[src/rtl/uart_link_tester_if.sv]
// FIFO-side handshake between the link tester and the UART(s) under test.
// master: the tester (drives the TX write port, pops the RX read port).
// slave:  the UART FIFO side.
interface uart_link_tester_if #(
  parameter int unsigned DBIT = 8
) ();
  logic            tx_full;
  logic            wr_uart;
  logic [DBIT-1:0] w_data;
  logic            rx_empty;
  logic [DBIT-1:0] r_data;
  logic            rd_uart;

  modport master (
    input  tx_full,
    output wr_uart,
    output w_data,
    input  rx_empty,
    input  r_data,
    output rd_uart
  );

  modport slave (
    output tx_full,
    input  wr_uart,
    input  w_data,
    output rx_empty,
    output r_data,
    input  rd_uart
  );
endinterface

[src/rtl/uart_link_tester.sv]
// UART link traffic generator and checker.
// Writes a counter or LFSR pattern into the TX FIFO, pops the RX FIFO and
// compares each word against the regenerated pattern; reports error count,
// timeout and pass/fail. Optional first-mismatch capture is built when the
// macro UART_LT_FIRST_ERR_EN is defined; otherwise those ports read 0.
module uart_link_tester #(
  parameter int unsigned    DBIT      = 8,
  parameter int unsigned    BURST_W   = 8,
  parameter int unsigned    TO_W      = 20,
  parameter int unsigned    TIMEOUT   = 1000000,
  parameter logic [DBIT-1:0] SEED      = DBIT'(1),
  parameter logic [DBIT-1:0] LFSR_TAPS = DBIT'(8'hB8)
) (
  input  logic               i_clk,
  input  logic               i_reset,
  input  logic               i_start,
  input  logic               i_mode,
  input  logic [BURST_W-1:0] i_burst_len,
  uart_link_tester_if.master io_uart,
  output logic               o_busy,
  output logic               o_done,
  output logic               o_pass,
  output logic               o_timeout,
  output logic [BURST_W-1:0] o_err_cnt,
  output logic [BURST_W-1:0] o_first_err_idx,
  output logic [DBIT-1:0]    o_first_err_exp,
  output logic [DBIT-1:0]    o_first_err_got
);

  localparam logic [TO_W-1:0] TimeoutLast = TO_W'(TIMEOUT - 1);

  typedef enum logic [1:0] {StIdle, StRun, StFin} state_e;

  state_e             r_state, w_state_nxt;
  logic               r_mode;
  logic [BURST_W-1:0] r_len;
  logic [DBIT-1:0]    r_tx_pat;
  logic [DBIT-1:0]    r_rx_pat;
  logic [BURST_W-1:0] r_sent;
  logic [BURST_W-1:0] r_rcvd;
  logic [BURST_W-1:0] r_err_cnt;
  logic [TO_W-1:0]    r_to_cnt;
  logic               r_pass;
  logic               r_timeout;

  logic w_run;
  logic w_start;
  logic w_wr;
  logic w_rd;
  logic w_mismatch;
  logic w_to_hit;

  // Counter mode wraps modulo 2^DBIT; LFSR mode is a right-shifting Galois LFSR.
  function automatic logic [DBIT-1:0] f_advance(input logic mode, input logic [DBIT-1:0] p);
    if (mode) begin
      return (p >> 1) ^ (p[0] ? LFSR_TAPS : '0);
    end
    return p + DBIT'(1);
  endfunction

  assign w_run      = (r_state == StRun);
  assign w_start    = (r_state == StIdle) && i_start;
  assign w_wr       = w_run && !io_uart.tx_full && (r_sent != r_len);
  assign w_rd       = w_run && !io_uart.rx_empty && (r_rcvd != r_len);
  assign w_mismatch = w_rd && (io_uart.r_data != r_rx_pat);
  // Idle limit reached in a cycle without a pop and with words still outstanding.
  assign w_to_hit   = w_run && !w_rd && (r_rcvd != r_len) && (r_to_cnt == TimeoutLast);

  assign io_uart.wr_uart = w_wr;
  assign io_uart.w_data  = r_tx_pat;
  assign io_uart.rd_uart = w_rd;

  assign o_busy    = (r_state != StIdle);
  assign o_done    = (r_state == StFin);
  assign o_pass    = r_pass;
  assign o_timeout = r_timeout;
  assign o_err_cnt = r_err_cnt;

  // State register; synchronous reset aborts any run without a done pulse.
  always_ff @(posedge i_clk) begin
    if (!i_reset) begin
      r_state <= StIdle;
    end else begin
      r_state <= w_state_nxt;
    end
  end

  // Next-state logic.
  always_comb begin
    w_state_nxt = r_state;
    unique case (r_state)
      StIdle:  if (i_start) w_state_nxt = StRun;
      StRun:   if ((r_rcvd == r_len) || w_to_hit) w_state_nxt = StFin;
      StFin:   w_state_nxt = StIdle;
      default: w_state_nxt = StIdle;
    endcase
  end

  // Run datapath: latch config at start, generate TX, check RX, track idle time.
  always_ff @(posedge i_clk) begin
    if (!i_reset) begin
      r_mode    <= 1'b0;
      r_len     <= '0;
      r_tx_pat  <= '0;
      r_rx_pat  <= '0;
      r_sent    <= '0;
      r_rcvd    <= '0;
      r_err_cnt <= '0;
      r_to_cnt  <= '0;
      r_pass    <= 1'b0;
      r_timeout <= 1'b0;
    end else if (w_start) begin
      r_mode    <= i_mode;
      r_len     <= i_burst_len;
      r_tx_pat  <= SEED;
      r_rx_pat  <= SEED;
      r_sent    <= '0;
      r_rcvd    <= '0;
      r_err_cnt <= '0;
      r_to_cnt  <= '0;
      r_pass    <= 1'b0;
      r_timeout <= 1'b0;
    end else if (w_run) begin
      if (w_wr) begin
        r_sent   <= r_sent + BURST_W'(1);
        r_tx_pat <= f_advance(r_mode, r_tx_pat);
      end
      if (w_rd) begin
        r_rcvd   <= r_rcvd + BURST_W'(1);
        r_rx_pat <= f_advance(r_mode, r_rx_pat);
        r_to_cnt <= '0;
        if (w_mismatch && (r_err_cnt != '1)) begin
          r_err_cnt <= r_err_cnt + BURST_W'(1);
        end
      end else begin
        r_to_cnt <= r_to_cnt + TO_W'(1);
      end
      if (w_to_hit) begin
        r_timeout <= 1'b1;
      end
    end else if (r_state == StFin) begin
      r_pass <= !r_timeout && (r_err_cnt == '0);
    end
  end

`ifdef UART_LT_FIRST_ERR_EN
  logic [BURST_W-1:0] r_fe_idx;
  logic [DBIT-1:0]    r_fe_exp;
  logic [DBIT-1:0]    r_fe_got;

  // Capture only the first mismatch of a run; err_cnt is still zero at that point.
  always_ff @(posedge i_clk) begin
    if (!i_reset) begin
      r_fe_idx <= '0;
      r_fe_exp <= '0;
      r_fe_got <= '0;
    end else if (w_start) begin
      r_fe_idx <= '0;
      r_fe_exp <= '0;
      r_fe_got <= '0;
    end else if (w_mismatch && (r_err_cnt == '0)) begin
      r_fe_idx <= r_rcvd;
      r_fe_exp <= r_rx_pat;
      r_fe_got <= io_uart.r_data;
    end
  end

  assign o_first_err_idx = r_fe_idx;
  assign o_first_err_exp = r_fe_exp;
  assign o_first_err_got = r_fe_got;
`else
  assign o_first_err_idx = '0;
  assign o_first_err_exp = '0;
  assign o_first_err_got = '0;
`endif

endmodule

[src/flat_wrapper.sv]
// flat-port wrapper written by rule: the top's interface ports become plain ports
module uart_link_tester_flat 
#(
  parameter int unsigned    DBIT      = 8,
  parameter int unsigned    BURST_W   = 8,
  parameter int unsigned    TO_W      = 20,
  parameter int unsigned    TIMEOUT   = 1000000,
  parameter logic [DBIT-1:0] SEED      = DBIT'(1),
  parameter logic [DBIT-1:0] LFSR_TAPS = DBIT'(8'hB8)
)
  (i_clk, i_reset, i_start, i_mode, i_burst_len, o_busy, o_done, o_pass, o_timeout, o_err_cnt, o_first_err_idx, o_first_err_exp, o_first_err_got, io_uart_tx_full, io_uart_wr_uart, io_uart_w_data, io_uart_rx_empty, io_uart_r_data, io_uart_rd_uart);
  uart_link_tester_if #(.DBIT(DBIT)) io_uart_i ();
  input  logic i_clk;
  input  logic i_reset;
  input  logic i_start;
  input  logic i_mode;
  input  logic [BURST_W-1:0] i_burst_len;
  output logic o_busy;
  output logic o_done;
  output logic o_pass;
  output logic o_timeout;
  output logic [BURST_W-1:0] o_err_cnt;
  output logic [BURST_W-1:0] o_first_err_idx;
  output logic [DBIT-1:0] o_first_err_exp;
  output logic [DBIT-1:0] o_first_err_got;
  input wire logic [$bits(io_uart_i.tx_full)-1:0] io_uart_tx_full;
  output wire logic [$bits(io_uart_i.wr_uart)-1:0] io_uart_wr_uart;
  output wire logic [$bits(io_uart_i.w_data)-1:0] io_uart_w_data;
  input wire logic [$bits(io_uart_i.rx_empty)-1:0] io_uart_rx_empty;
  input wire logic [$bits(io_uart_i.r_data)-1:0] io_uart_r_data;
  output wire logic [$bits(io_uart_i.rd_uart)-1:0] io_uart_rd_uart;
  assign io_uart_i.tx_full = io_uart_tx_full;
  assign io_uart_wr_uart = io_uart_i.wr_uart;
  assign io_uart_w_data = io_uart_i.w_data;
  assign io_uart_i.rx_empty = io_uart_rx_empty;
  assign io_uart_i.r_data = io_uart_r_data;
  assign io_uart_rd_uart = io_uart_i.rd_uart;
  uart_link_tester #(.DBIT(DBIT), .BURST_W(BURST_W), .TO_W(TO_W), .TIMEOUT(TIMEOUT), .SEED(SEED), .LFSR_TAPS(LFSR_TAPS)) u_core (.i_clk(i_clk), .i_reset(i_reset), .i_start(i_start), .i_mode(i_mode), .i_burst_len(i_burst_len), .io_uart(io_uart_i), .o_busy(o_busy), .o_done(o_done), .o_pass(o_pass), .o_timeout(o_timeout), .o_err_cnt(o_err_cnt), .o_first_err_idx(o_first_err_idx), .o_first_err_exp(o_first_err_exp), .o_first_err_got(o_first_err_got));
endmodule
[config.mk]
export PLATFORM = sky130hd
export DESIGN_NAME = uart_link_tester_flat
export DESIGN_NICKNAME = d
export VERILOG_FILES = /design/src/rtl/uart_link_tester_if.sv /design/src/rtl/uart_link_tester.sv /design/src/flat_wrapper.sv
export SDC_FILE = /design/constraint.sdc
export NUM_CORES = 1
export LEC_CHECK = 0
export ABC_AREA = 1
export CAP_MARGIN = 0
export CELL_PAD_IN_SITES_DETAIL_PLACEMENT = 0
export CELL_PAD_IN_SITES_GLOBAL_PLACEMENT = 1
export CORE_ASPECT_RATIO = 0.8
export CORE_MARGIN = 4
export CORE_UTILIZATION = 38
export CTS_CLUSTER_SIZE = 40
export DETAILED_ROUTE_END_ITERATION = 16
export PLACE_DENSITY_LB_ADDON = 0.1
export SETUP_SLACK_MARGIN = 0.15
export SLEW_MARGIN = 10
export SYNTH_ARGS = -nofsm -noshare
export SYNTH_HDL_FRONTEND = slang
export SYNTH_SLANG_ARGS = --single-unit
[constraint.sdc]
create_clock -name i_clk -period 2 [get_ports i_clk]
set_input_delay 0.3 -clock i_clk [delete_from_list [all_inputs] [get_ports i_clk]]
set_output_delay 0.3 -clock i_clk [all_outputs]
set_load 0.02 [all_outputs]
# Word level (Yosys, flattened, before mapping)
# Cells that the tools add are included.
op_classes:
  addsub: 6
  n_reduce_logical: 31
  eq_ne: 10
  muxes: 25
  bitwise: 4
op_table:
  columns: ["operator", "count"]
  rows:
  - ["8-bit 2-to-1 mux", 6]
  - ["8-bit by 1-bit adder with 8-bit output, second input constant", 5]
  - ["8-bit != test", 3]
  - ["20-bit by 1-bit adder with 20-bit output, second input constant", 1]
  - ["20-bit == test, second input constant", 1]
  - ["20-bit 2-to-1 mux", 1]
  - ["7-bit by 8-bit bitwise XOR with 8-bit output", 2]
  - ["1-bit 2-to-1 mux", 15]
  - ["2-bit AND reduction", 7]
  - ["1-bit logical AND", 11]
  - ["8-bit == test", 1]
  - ["8-bit zero test", 1]
  - ["8-bit != test, second input constant", 1]
  - ["2-bit nonzero test", 4]
  - ["1-bit zero test", 4]
  - ["2-bit 2-to-1 mux", 2]
  - ["2-bit != test, second input constant", 2]
  - ["2-bit one-hot mux with 2 select lines", 1]
  - ["3-bit AND reduction", 1]
  - ["2-bit by 1-bit == test with 1-bit output, second input constant", 1]
  - ["2-bit == test, second input constant", 1]
  - ["2-bit zero test", 1]
  - ["1-bit inverter", 2]
  - ["2-bit OR reduction", 1]
  - ["1-bit logical OR", 1]
word_totals:
  in_bits: 22
  output_inout_bits: 46
  regBits: 73

# Longest topological paths before layout
depth:
  word_depth: 11
  mapped_depth: 12

# Worst setup path before layout
# No wires, ideal clock.
synth_path:
  path_type: "register to register"
  startpoint: "register u_core.r_err_cnt[1] (netlist: u_core.o_err_cnt[1])"
  endpoint: "register u_core.r_err_cnt[6] (netlist: u_core.o_err_cnt[6])"
  setup_ns: 0.070
  arrival_ns: 1.512
  path_stages_with_launch: 10
  path_slack_ns: 0.418
  n_path_buf: 0
  period_less_slack_ns: 1.582
  required_ns: 1.930
  path_cell_list: "dfxtp_1 > ha_1 > nand2_1 > nor3_2 > nand2_1 > nor2_1 > nor2_2 > nand2_4 > nand2_1 > a21oi_1"
synth_via:
  elab_chain_len: 3
  elab_cells_between_ends: 4
  classes_between: "add/sub (1); eq/ne (1); reduce/logical (2)"
synth_rtl:
  columns: ["element", "line_no", "source"]
  rows:
  - ["from (decl)", "uart_link_tester.sv:41", "logic [BURST_W-1:0] r_err_cnt;"]
  - ["from (signal assigned)", "uart_link_tester.sv:133", "r_err_cnt <= r_err_cnt + BURST_W'(1);"]
  - ["parallel branches: the longest is 3 deep, another holds 8-bit by 1-bit adder with 8-bit output", null, null]
# Several ways; the timed one is not identified.
# A chain may end at the register's enable or synchronous reset.

# Final worst setup path
layout_path:
  startpoint: "register u_core.r_state[0]"
  endpoint: "output o_busy"
layout_via:
  elab_chain_len: 1
layout_rtl:
  columns: ["element", "line_no", "source"]
  rows:
  - ["from (decl)", "uart_link_tester.sv:34", "state_e r_state, w_state_nxt;"]
  - ["from (signal assigned)", "uart_link_tester.sv:82", "r_state <= StIdle;"]
  - ["from (signal assigned)", "uart_link_tester.sv:84", "r_state <= w_state_nxt;"]
  - ["2-bit nonzero test", "uart_link_tester.sv:73", "assign o_busy = (r_state != StIdle);"]
  - ["to (decl)", "flat_wrapper.sv:18", "output logic o_busy;"]
# Every way passes these cells.

==> reports/metrics.yaml <==
status: "finished clean"
drv_slew: 0
setup_viol: 0
core_area_mm2: 0.0115
viasPerCell: 4.68
total_power_w: 0.00363
cts-root-buf: "clkbuf_16"
worstPathRequired_ns: 1.70
worst_pin_slew_ns: 0.579
cts_made_buffers: 9
fmax_mhz: 574
syn_avg_cell_area_um2: 6.61
grt_usage_pct: 16.6
async_reset_ff_share_pct: 0
synth_mux_area_share_pct: 0.225
clockBufferDepth: 2
instances_no_fill: 875
initial_core_util_pct: 38.7
finalWeightedCongestion: 0.839
synth_compound_area_share_pct: 11.5
wire_per_inst_um: 12.4
clkLatencyLatePin_ns: 0.33
netlist_instances: 672
mappedNetlistArea_mm2: 0.00444
holdBufCountCts: 0
multiInputGateArea_mm2: 0.00247
fin_ws_ns: 0.259
powerDensity_mw_per_mm2: 684
dp_hpwl_um: 7890
yosysUniqueCellTypes: 36
drtAntennaViolNets: 0
worst_r2r_path_depth: 9
finalNetCount: 753
grt_pass1_wl_um: 18300
dieWidth_um: 129
hp-class: "reg -> reg"
row_count: 35
place_ws_ns: -0.0356
ctsHtreeMaxLevel: 3
grt_pass1_vias: 3816
syn_to_final_growth_pct: 19.2
cp.arrival_ns: 1.44
tns_ns: 0
max_slew_margin_pct: 61.3
synth_flop_cell: "dfxtp_1"
fill_cells: 1221
cts_sinks: 73
synth-seq-cells: 73
cellLeakagePower_nw: 2.14
dpl.cell_count: 861
synthAdderAreaFrac_pct: 1.97
maxCapViolations: 0
synth_xor_area_share_pct: 7.29
synth_top_family_by_area: "simple AND/OR/NAND/NOR gates"
yosysSeqAreaShare_pct: 32.9
final_util_pct: 46.2
regArea_mm2: 0.00149
crit_path_start_kind: "register"
final_hold_viol_count: 0
drive_above_1_share_pct: 11.1
skew_ns: 0.00338
fin_crit_sh_pct: 87.1
min_period_ns: 1.74
antennaDiodeCount: 0
irDropWorstVdd_mv: 0.457
synth_edf_count: 0
rsz0062_at_grt: "true"
dr_total_vias: 4093
synth_warnings: 0
antenna_found_initial: 0
worstHoldPathCells: 2
port_buffers: 43
dieArea_mm2: 0.0135
drt_iter0_markers: 210
critPathCaptureType: "output port"
critPathMaxFanout: 3
wl_um: 10800
clk_pin_slew_ns: 0.05
io-pin-count: 68
drtPass1Iterations: 5
die_y_um: 105
tritoncts: "done"
reg2reg_slack_ns: 0.33
synth_simple_gate_area_share_pct: 32.0
post_cts_buffers: 0
grt_overflow: 0
crit_type: "reg -> out"
grt_max_degree: 29
drcViolationCount: 0
[per-stage QoR]
| step | area, µm² | hold slack (ns) |
|---|---|---|
| 3_3_place_gp | 4990 | 0.471 |
| 2_1_floorplan | 4530 | 0.457 |
| 4_1_cts | 5280 | 0.482 |
| 5_1_grt | 5300 | 0.506 |
| 3_5_place_dp | 4990 | 0.471 |
| 6_report | 5300 | 0.479 |
[final timing paths]
path                startpoint             endpoint
max          u_core.r_state[0]               o_busy
min           u_core.o_timeout     u_core.o_timeout
max reg2reg  u_core.r_state[1]  u_core.r_to_cnt[18]
min reg2reg   u_core.o_timeout     u_core.o_timeout
[Yosys cell counts, types with 9 or more instances]
| master | instances | area (µm²) |
|---|---|---|
| o21ai_0 | 36 | 180 |
| a21oi_1 | 56 | 280 |
| clkbuf_1 | 9 | 33.8 |
| inv_1 | 79 | 297 |
| buf_4 | 26 | 195 |
| nand2_1 | 165 | 619 |
| nor2_1 | 69 | 259 |
| dfxtp_1 | 73 | 1460 |
| xor2_1 | 25 | 219 |
| xnor2_1 | 12 | 105 |
| nand4_1 | 9 | 56.3 |
| nand3_1 | 48 | 240 |
[routing by layer]
metal,part of all wire [%],track usage [%]
met5,0,0
met1,51,23.6
met4,0.48,2.77
met2,43,25.1
met3,5.6,4.96
[sequential cells by signal, indices dropped and copies added, names as in the netlist, 2 cells and up]
name	cells
u_core.r_sent	8
u_core.io_uart.w_data	8
u_core.r_rx_pat	8
u_core.r_to_cnt	20
u_core.r_len	8
u_core.r_rcvd	8
u_core.r_state	2
u_core.o_err_cnt	8
[power by group]
part | switching, W | leakage, nW | total, W | internal (W)
logic | 0.000400 | 1.41 | 0.000617 | 0.000217
clock network | 0.000573 | 0.129 | 0.00147 | 0.000895
registers | 0.0000417 | 0.599 | 0.00154 | 0.00150
[cells by family after synthesis]
kind of cell,Yosys count
fa+ha+maj,7
buf+inv,130
xor+xnor,37
mux,1
flops,73
simple gates,323
compound gates,100
other cells,1
[cells in the final DEF (no fill, tap or decap), types with 2 or more instances in the layout]
cell type        count
clkbuf_16            9
nor2_1              67
clkdlybuf4s50_1     40
nand3_1             48
inv_2                5
clkbuf_1             3
o21ai_1              2
ha_1                 7
xor2_1              25
dfxtp_4              2
nor2_2               5
buf_2                2
conb_1              24
nand2_4              3
nand2_2              5
dfxtp_2             15
nand4_1              9
nor3_2               5
a21oi_1             56
a31oi_1              2
xnor2_1             11
o21ai_0             36
nor3_1               7
dfxtp_1             56
nor3b_1              2
nor2_4               5
buf_4               20
nand2_1            164
inv_1               79
o22ai_1              2
clkbuf_8             2
[critical path: stages (launching register included)]
cell and delay [ns]:
dfxtp_1 0.38, nor2_1 0.08, inv_1 0.06, clkdlybuf4s50_1 0.60
[layout make-up]
class,instances,share of cell area (%)
multi-input combinational,492,46.7
sequential,73,28.1
timing repair buffer,63,10.7
inverter,85,6.02
clock buffer,14,4.98
tap,148,3.50
[repair_timing]
action                     CTS  global route
setup endpoints to repair    3            10
pin swaps                    0             2
gates resized for setup     21            13
No activity file was read; power rests on OpenSTA's default activity.
